<file path="config.mk">
export PLATFORM = sky130hd
export DESIGN_NAME = comb_channel_selector
export DESIGN_NICKNAME = d
export VERILOG_FILES = /design/src/rtl/comb_channel_selector.sv
export SDC_FILE = /design/constraint.sdc
export NUM_CORES = 1
export LEC_CHECK = 0
export CAP_MARGIN = 20
export CORE_ASPECT_RATIO = 0.75
export CORE_MARGIN = 4
export CORE_UTILIZATION = 54
export CTS_BUF_LIST = sky130_fd_sc_hd__clkbuf_8 sky130_fd_sc_hd__clkbuf_16
export DETAILED_ROUTE_END_ITERATION = 6
export PLACE_DENSITY = 0.77
export SLEW_MARGIN = 20
export SYNTH_ARGS = -nofsm -noshare
export SYNTH_HDL_FRONTEND = slang
export SYNTH_SLANG_ARGS = --single-unit
</file>
<file path="constraint.sdc">
create_clock -name clk -period 6.5 [get_ports clk]
set_input_delay 1.3 -clock clk [delete_from_list [all_inputs] [get_ports clk]]
set_output_delay 1.3 -clock clk [all_outputs]
set_load 0.05 [all_outputs]
</file>
<file path="src/rtl/comb_channel_selector.sv">
// Remaps raw time-tag channels to compact combination channels through a
// programmable LUT; lanes with an invalid mapping are dropped and counted.
module comb_channel_selector #(
    parameter int CHANNELS  = 16,
    parameter int LUT_DEPTH = 64,
    parameter int WORDSIZE  = 4,
    parameter int TIME_W    = 64,
    localparam int CH_W     = $clog2(CHANNELS),
    localparam int RAW_W    = $clog2(LUT_DEPTH),
    localparam int ENT_W    = CH_W + 1
) (
    input  logic                       clk,
    input  logic                       rst,
    input  logic                       s_valid,
    input  logic [WORDSIZE-1:0]        s_lane_vd,
    input  logic [WORDSIZE*RAW_W-1:0]  s_channel,
    input  logic [WORDSIZE*TIME_W-1:0] s_time,
    output logic                       m_valid,
    output logic [WORDSIZE-1:0]        m_lane_vd,
    output logic [WORDSIZE*CH_W-1:0]   m_channel,
    output logic [WORDSIZE*TIME_W-1:0] m_time,
    input  logic [1:0]                 lut_WrRd,
    input  logic [13:0]                lut_addr,
    input  logic [ENT_W-1:0]           lut_dat_i,
    output logic [ENT_W-1:0]           lut_dat_o,
    output logic                       lut_ack,
    output logic                       ready_o,
    output logic [31:0]                drop_cnt
);
    localparam int DROP_W = $clog2(WORDSIZE + 1);

    typedef enum logic [1:0] {CLEAR, IDLE, ACCESS, ACK} state_t;

    state_t                     state_q, state_d;
    logic [RAW_W-1:0]           clr_cnt_q, clr_cnt_d;
    logic                       ready_q, ready_d;
    logic                       lut_ack_q, lut_ack_d;
    logic [ENT_W-1:0]           lut_dat_q, lut_dat_d;

    logic [ENT_W-1:0]           lut_mem [LUT_DEPTH];
    logic                       lut_we;
    logic [RAW_W-1:0]           lut_waddr;
    logic [ENT_W-1:0]           lut_wdata;
    logic                       addr_ok;
    logic [RAW_W-1:0]           req_idx;

    logic                       vld_p1_q, vld_p1_d;
    logic [WORDSIZE-1:0]        lane_vd_p1_q, lane_vd_p1_d;
    logic [WORDSIZE*RAW_W-1:0]  ch_p1_q, ch_p1_d;
    logic [WORDSIZE*TIME_W-1:0] time_p1_q, time_p1_d;

    logic                       vld_p2_q, vld_p2_d;
    logic [WORDSIZE-1:0]        lane_vd_p2_q, lane_vd_p2_d;
    logic [WORDSIZE*CH_W-1:0]   chan_p2_q, chan_p2_d;
    logic [WORDSIZE*TIME_W-1:0] time_p2_q, time_p2_d;
    logic [31:0]                drop_cnt_q, drop_cnt_d;
    logic [DROP_W-1:0]          drops;
    logic [ENT_W-1:0]           ent;

    function automatic logic [31:0] sat_add32(input logic [31:0] a, input logic [DROP_W-1:0] b);
        logic [32:0] sum;
        sum = {1'b0, a} + 33'(b);
        return sum[32] ? 32'hFFFF_FFFF : sum[31:0];
    endfunction

    assign req_idx = lut_addr[RAW_W-1:0];
    assign addr_ok = lut_addr < 14'(LUT_DEPTH);

    // LUT access controller: CLEAR wipes every entry once after reset
    always_comb begin
        state_d   = state_q;
        clr_cnt_d = clr_cnt_q;
        ready_d   = ready_q;
        lut_ack_d = 1'b0;
        lut_dat_d = lut_dat_q;
        lut_we    = 1'b0;
        lut_waddr = '0;
        lut_wdata = '0;
        case (state_q)
            CLEAR: begin
                lut_we    = 1'b1;
                lut_waddr = clr_cnt_q;
                clr_cnt_d = clr_cnt_q + RAW_W'(1);
                if (clr_cnt_q == RAW_W'(LUT_DEPTH - 1)) begin
                    state_d = IDLE;
                    ready_d = 1'b1;
                end
            end
            IDLE: begin
                if (lut_WrRd == 2'b10 || lut_WrRd == 2'b01) begin
                    state_d = ACCESS;
                end
            end
            ACCESS: begin
                state_d   = ACK;
                lut_ack_d = 1'b1;
                if (lut_WrRd == 2'b10) begin
                    lut_we    = addr_ok;
                    lut_waddr = req_idx;
                    lut_wdata = lut_dat_i;
                end else if (lut_WrRd == 2'b01) begin
                    lut_dat_d = addr_ok ? lut_mem[req_idx] : '0;
                end
            end
            ACK: begin
                state_d = IDLE;
            end
            default: begin
                state_d = CLEAR;
            end
        endcase
    end

    // Stage 1: register the incoming beat; lane valids only mean something with s_valid
    always_comb begin
        vld_p1_d     = s_valid;
        lane_vd_p1_d = s_valid ? s_lane_vd : '0;
        ch_p1_d      = s_channel;
        time_p1_d    = s_time;
    end

    // Stage 2: lookup reads the array before this edge's write, so a same-cycle write is not seen
    always_comb begin
        vld_p2_d     = vld_p1_q;
        time_p2_d    = time_p1_q;
        lane_vd_p2_d = '0;
        chan_p2_d    = '0;
        drops        = '0;
        ent          = '0;
        for (int i = 0; i < WORDSIZE; i++) begin
            ent = lut_mem[ch_p1_q[i*RAW_W +: RAW_W]];
            if (lane_vd_p1_q[i] && ready_q) begin
                if (ent[CH_W]) begin
                    lane_vd_p2_d[i]              = 1'b1;
                    chan_p2_d[i*CH_W +: CH_W]    = ent[CH_W-1:0];
                end else begin
                    drops = drops + DROP_W'(1);
                end
            end
        end
        drop_cnt_d = sat_add32(drop_cnt_q, drops);
    end

    always_ff @(posedge clk) begin
        if (rst) begin
            state_q      <= CLEAR;
            clr_cnt_q    <= '0;
            ready_q      <= 1'b0;
            lut_ack_q    <= 1'b0;
            lut_dat_q    <= '0;
            vld_p1_q     <= 1'b0;
            lane_vd_p1_q <= '0;
            ch_p1_q      <= '0;
            time_p1_q    <= '0;
            vld_p2_q     <= 1'b0;
            lane_vd_p2_q <= '0;
            chan_p2_q    <= '0;
            time_p2_q    <= '0;
            drop_cnt_q   <= '0;
        end else begin
            state_q      <= state_d;
            clr_cnt_q    <= clr_cnt_d;
            ready_q      <= ready_d;
            lut_ack_q    <= lut_ack_d;
            lut_dat_q    <= lut_dat_d;
            vld_p1_q     <= vld_p1_d;
            lane_vd_p1_q <= lane_vd_p1_d;
            ch_p1_q      <= ch_p1_d;
            time_p1_q    <= time_p1_d;
            vld_p2_q     <= vld_p2_d;
            lane_vd_p2_q <= lane_vd_p2_d;
            chan_p2_q    <= chan_p2_d;
            time_p2_q    <= time_p2_d;
            drop_cnt_q   <= drop_cnt_d;
        end
    end

    always_ff @(posedge clk) begin
        if (lut_we && !rst) begin
            lut_mem[lut_waddr] <= lut_wdata;
        end
    end

    assign m_valid   = vld_p2_q;
    assign m_lane_vd = lane_vd_p2_q;
    assign m_channel = chan_p2_q;
    assign m_time    = time_p2_q;
    assign lut_dat_o = lut_dat_q;
    assign lut_ack   = lut_ack_q;
    assign ready_o   = ready_q;
    assign drop_cnt  = drop_cnt_q;

endmodule
</file>
==> results_dict.tcl, run 1 <==
set metrics [dict create \
    fin_crit_sh_pct 94.76 \
    worstPathArrival_ns 6.75 \
    hp-start "time_p1_q[191]" \
    layout-drive-gt1-share_pct 22.00 \
    die_h_um 244.2 \
    violations "design-rule violations" \
    h-tree-depth 3 \
    ys_types 51 \
    syn_nets 2957 \
    portBuffers 623 \
    drt_first_iter_violations 4044 \
    insertion_delay_ns 0.69 \
    total_power_mw 13.53 \
    place_worst_setup_slack_ns 0.08685 \
    ys_seq_area_share_pct 54.26 \
    r2r-end "drop_cnt[14]" \
    cts_made_buffers 88 \
    max_freq_mhz 162.3 \
    synthTopCellsByArea "dfxtp_1 (30%), mux4_2 (27%), edfxtp_1 (24%)" \
    grt_usage_pct 35.97 \
    synth.area.mux_share_pct 29.03 \
    min_delay_path_depth 1 \
    synth.avg_cell_area_um2 15.24 \
    synth_fa_ha_area_share_pct 0.4235 \
    fp.dieArea_um2 78890 \
    synth_top_flop_cell "dfxtp_1" \
    power_density_nw_per_um2 268.6 \
    synth_cells 2636 \
    worstPathMaxFanout 29 \
    yosys.area_share.simple_pct 11.48 \
    ir_drop_mv 0.2329 \
    cts_hold_buf 0 \
    synth_edf_count 320 \
    hold_ws_ns 0.4204 \
    worst_r2r_path_depth 26 \
    required_ns 7.09 \
    gp_congestion 1.009 \
    regToRegSetupSlack_ns 0.34 \
    worst_setup_path_end_kind "flop" \
    synthArstFlopShare_pct 0 \
    syn-cell-area_um2 40180 \
    slew_viol_final 0 \
    yosys_register_bits 929 \
    num_vias 27310 \
    synth_top_family_by_area "multiplexers" \
    crit_type "reg -> reg" \
    core_um2 73600 \
    ios 624 \
    vias_per_cell 6.393 \
    rows 86 \
    place_hpwl_mm 104.7 \
    die-width_um 323.0 \
    start_util_pct 54.60 \
    synth_top_cell_area_share_pct 30.34 \
    hold_viol_final 0 \
    cts_sinks 929 \
    root_buffer "clkbuf_16" \
    grt_max_degree 242 \
    setup_tns_ns 0 \
    setup_viol 0 \
    drtPass1Iterations 7 \
    run_status "complete, but fails checks" \
    place_area_um2 47130 \
    clkTransAtPathRegs_ns 0.07 \
    fin_nets 3529 \
    wl_per_cell_um 33.62 \
    min_to "m_time[191]" \
    synthTopCellsByCount "dfxtp_1 (609), nor2b_1 (560), mux4_2 (488)" \
    fin_ws_ns 0.3403 \
    synth_top_area_cell "dfxtp_1" \
    worst_setup_path_start_kind "flop" \
    fin_area_um2 50360 \
    finalCriticalPeriod_ns 6.160 \
    yosysWarnings 0 \
    antenna_found_initial 38 \
    drc_errors 7 \
    fin_skew_ns 0.05522 \
    power_leakage_nw 17.11 \
    area_delta_synth_final_pct 25.33 \
    synth_xor_area_share_pct 0.7193 \
    synth_most_common_cell "dfxtp_1" \
    slew_headroom_pct 11.56 \
    grt_setup_unrepaired "false" \
    cap_violations 0 \
    synth_compound_area_share_pct 1.520 \
    cts_tree "yes" \
    hold_path_class "reg -> reg" \
    grt_pass1_wl_mm 200.6 \
    antenna_left 0 \
    wl_mm 143.6 \
    clockBufferDepth 3 \
    overflow 0 \
    tightest_slew_ns 1.327 \
    grt_pass1_vias 26500 \
]
==> logic make-up after synthesis <==
kind of cell	Yosys count
buffers and inverters	214
AND/OR/NAND/NOR	796
multiplexers	555
XOR/XNOR	33
AO/OA/AOI/OAI	96
flip-flops	929
adder cells (fa/ha/maj)	13
==> power breakdown <==
part	switching (mW)	total (mW)	leakage, nW	internal (mW)
registers	0.138	6.31	8.00	6.17
clock network	2.39	5.45	1.57	3.06
logic	0.974	1.76	7.55	0.789
==> repair_timing <==
item,CTS,global route
resized for setup,0,6
endpoints found under the hold margin,0,0
setup endpoints to repair,0,32
buffers inserted,0,4
==> cell type report <==
class,count,area (um2)
fillers,4891,23240
flip-flops and latches,929,21830
multi-input cells,1493,17390
repair buffers,682,6728
clock buffers,102,2451
well taps,968,1211
clock inverters,62,644.4
inverters,14,52.55
diodes,21,52.55
==> sequential cells by signal, summed over array words and instances (netlist names), named ones only <==
signal        cells
lut_ack           1
m_time          256
m_lane_vd         4
vld_p1_q          1
m_valid           1
m_channel        16
lane_vd_p1_q      4
lut_mem         320
lut_dat_o         5
ready_o           1
state_q           2
time_p1_q       256
drop_cnt         32
clr_cnt_q         6
==> critical path, cell delays in order, from the launching register on <==
cell,delay [ns]
dfxtp_4,0.36
buf_4,0.19
mux4_2,0.52
mux4_2,0.49
mux2_2,0.28
nand2_1,0.08
o21ai_0,0.13
inv_1,0.10
ha_1,0.26
a221oi_4,0.39
nor2b_1,0.09
ha_1,0.31
mux2i_2,0.19
nor2b_1,0.08
ha_1,0.27
or2_0,0.13
nand3_1,0.11
fa_1,0.43
nand2b_1,0.21
a21oi_2,0.19
and2b_2,0.21
and2b_1,0.18
and2_1,0.15
and3_1,0.22
nand4_1,0.13
buf_6,0.21
a21oi_1,0.17
==> worst max-delay path by stage <==
stage / start / end / depth (start not counted)
floorplan: flop / drop_cnt[23] / 28
global placement: flop / drop_cnt[0] / 25
detailed placement: flop / drop_cnt[1] / 25
CTS: flop / drop_cnt[14] / 25
global route: flop / drop_cnt[1] / 26
finish: flop / drop_cnt[14] / 26
==> layer usage <==
| layer | wire length [um] | track usage [%] | vias up |
|---|---|---|---|
| li1 | - | - | 11090 |
| met1 | 53420 | 48.67 | 13720 |
| met2 | 62820 | 52.50 | 2110 |
| met3 | 22390 | 16.97 | 343 |
| met4 | 4719 | 10.16 | 36 |
| met5 | 249 | 0 | - |
==> per-stage QoR <==
stage,std cells,util (%)
6_report,4271,68.42
5_1_grt,4255,68.37
4_1_cts,4246,68.24
3_5_place_dp,4082,64.03
3_3_place_gp,4082,64.03
2_1_floorplan,2636,-
==> placed cells by master, fill, tap and decap left out, types with 5 or more instances in the layout <==
master,instances
mux4_2,488
buf_4,56
and2_1,17
bufinv_16,8
edfxtp_1,320
nand4_1,9
nand2b_1,8
a21oi_1,43
clkbuf_16,93
dfxtp_4,6
diode_2,21
nor3_1,5
xor2_1,21
and3_1,12
xnor2_1,12
inv_4,6
mux2i_1,63
clkinv_2,14
nor2_1,92
clkbuf_8,9
o21ai_0,8
dfxtp_2,5
clkdlybuf4s50_1,619
clkinv_1,9
nand3_1,22
nor2b_1,560
dfxtp_1,598
ha_1,12
inv_1,25
nand2_1,49
a22oi_1,28
(Power assumes the default switching activity.)
==> run 2, diff against run 1 <==
CORE_MARGIN = not set   (was 4)
clock period = 6.3 ns   (was 6.5 ns; I/O delays follow)
==> results_dict.tcl, run 2 (same netlist as run 1, synthesis figures left out) <==
set metrics [dict create \
    run_status "completed" \
    cap_violations 0 \
    finalCriticalPeriod_ns 6.084 \
    core_um2 73490 \
    grt_pass1_wl_mm 198.1 \
    required_ns 6.89 \
    start_util_pct 54.67 \
    hp-start "time_p1_q[158]" \
    final_common_cell "clkdlybuf4s50_1" \
    setup_viol 0 \
    multiInputGateArea_um2 17380 \
    final-seq-area_um2 21830 \
    die-width_um 317.0 \
    num-fill-cells 4905 \
    ios 624 \
    min_to "m_time[158]" \
    setup_tns_ns 0 \
    clockBufferDepth 3 \
    cts_sinks 929 \
    antenna_found_initial 40 \
    num_vias 27410 \
    grt_max_degree 227 \
    grt_pass1_vias 26380 \
    fin_nets 3531 \
    worst_setup_path_end_kind "flop" \
    power_leakage_nw 17.14 \
    worstPathArrival_ns 6.67 \
    cts_tree "yes" \
    worst_r2r_path_depth 27 \
    hold_ws_ns 0.4342 \
    regMostFlops "lut_mem" \
    tightest_slew_ns 1.205 \
    hold_viol_final 0 \
    insertion_delay_ns 0.68 \
    min_delay_path_depth 1 \
    worst_setup_path_start_kind "flop" \
    layout_common_cells "clkdlybuf4s50_1 (619), dfxtp_1 (599), nor2b_1 (560), mux4_2 (488), edfxtp_1 (320)" \
    total_power_mw 14.05 \
    gp_congestion 0.9845 \
    overflow 0 \
    hold_path_class "reg -> reg" \
    crit_type "reg -> reg" \
    clkTransAtPathRegs_ns 0.06 \
    fin_crit_sh_pct 96.57 \
    die_h_um 238.2 \
    power_density_nw_per_um2 278.6 \
    slew_headroom_pct 19.65 \
    regToRegSetupSlack_ns 0.22 \
    cts_made_buffers 90 \
    worstPathMaxFanout 29 \
    fin_util_pct 68.59 \
    root_buffer "clkbuf_16" \
    max_freq_mhz 164.4 \
    fp.dieArea_um2 75520 \
    drtPass1Iterations 6 \
    place_hpwl_mm 103.0 \
    wl_per_cell_um 33.32 \
    portBuffers 623 \
    fin_skew_ns 0.02456 \
    largest_reg_flops 320 \
    drt_first_iter_violations 4134 \
    cts_hold_buf 0 \
    slew_viol_final 0 \
    area_delta_synth_final_pct 25.45 \
    r2r-end "drop_cnt[23]" \
    grt_usage_pct 37.50 \
    vias_per_cell 6.428 \
    layout-drive-gt1-share_pct 22.00 \
    rows 86 \
    ir_drop_mv 0.2369 \
    drc_errors 0 \
    h-tree-depth 3 \
    antenna_left 0 \
    wl_mm 142.1 \
]
## run 2: changes by cell type in the layout (fill, tap and decap cells not counted), sizes merged
cell / previous run / this run
clkinvlp: 2 / 9
bufinv: 8 / 9
clkinv: 32 / 23
diode: 21 / 10
inv: 34 / 33
clkbuf: 102 / 108
## run 2: worst max path at each step
stage,start,endpoint,slack (ns),depth (start not counted)
after global routing,flop,drop_cnt[7],-0.02,26
after CTS,flop,drop_cnt[1],0.03,26
final,flop,drop_cnt[23],0.22,27
after detailed placement,flop,drop_cnt[18],0.06,26
after global placement,flop,drop_cnt[0],0.09,26
after floorplan,flop,drop_cnt[23],0.32,28
## run 2: layout make-up
cell class	instances	share of cell area, %
flip-flops and latches	929	43.30
multi-input cells	1493	34.48
repair buffers	682	13.35
clock buffers	108	5.004
well taps	968	2.403
clock inverters	60	1.308
inverters	14	0.1042
diodes	10	0.04964
## run 2: worst max-delay path: stages (launching register included)
cell and delay (ns):
dfxtp_4 0.42, buf_4 0.14, mux4_2 0.51, mux4_2 0.47
mux2_2 0.28, nand2_1 0.09, o21ai_1 0.10, inv_1 0.09
ha_1 0.24, a221oi_2 0.34, buf_4 0.18, nor2b_1 0.04
ha_1 0.29, mux2i_2 0.18, nor2b_1 0.08, ha_1 0.27
or2_0 0.12, nand3_1 0.10, fa_1 0.44, nand2b_1 0.18
a21oi_1 0.20, and2b_1 0.17, and2b_1 0.17, and2_1 0.15
and3_1 0.23, nand4_1 0.13, buf_6 0.22, a21oi_1 0.16
## run 2: repair_timing
action	in CTS	in global routing
setup buffers	0	5
setup endpoints to repair	0	32
resized for setup	0	6
hold endpoints to repair	0	0
## run 2: stage by stage
| step | setup slack (ns) | cells | area (um2) |
|---|---|---|---|
| after floorplan | 0.3228 | 2636 | 40180 |
| after global placement | 0.08821 | 4081 | 47120 |
| after detailed placement | 0.05688 | 4081 | 47120 |
| after CTS | 0.02735 | 4249 | 50310 |
| after global routing | -0.01610 | 4254 | 50380 |
| final | 0.2163 | 4264 | 50410 |
## run 2: metal layers
metal	part of all wire, %	global-route usage [%]
met3	16	17.69
met1	36	50.45
met5	0.30	0
met2	43	53.73
met4	4.0	11.87
## run 2: where the power goes
part	total (mW)	switching, mW	internal [mW]
clock network	5.71	2.46	3.25
registers	6.52	0.148	6.37
logic	1.82	1.00	0.816
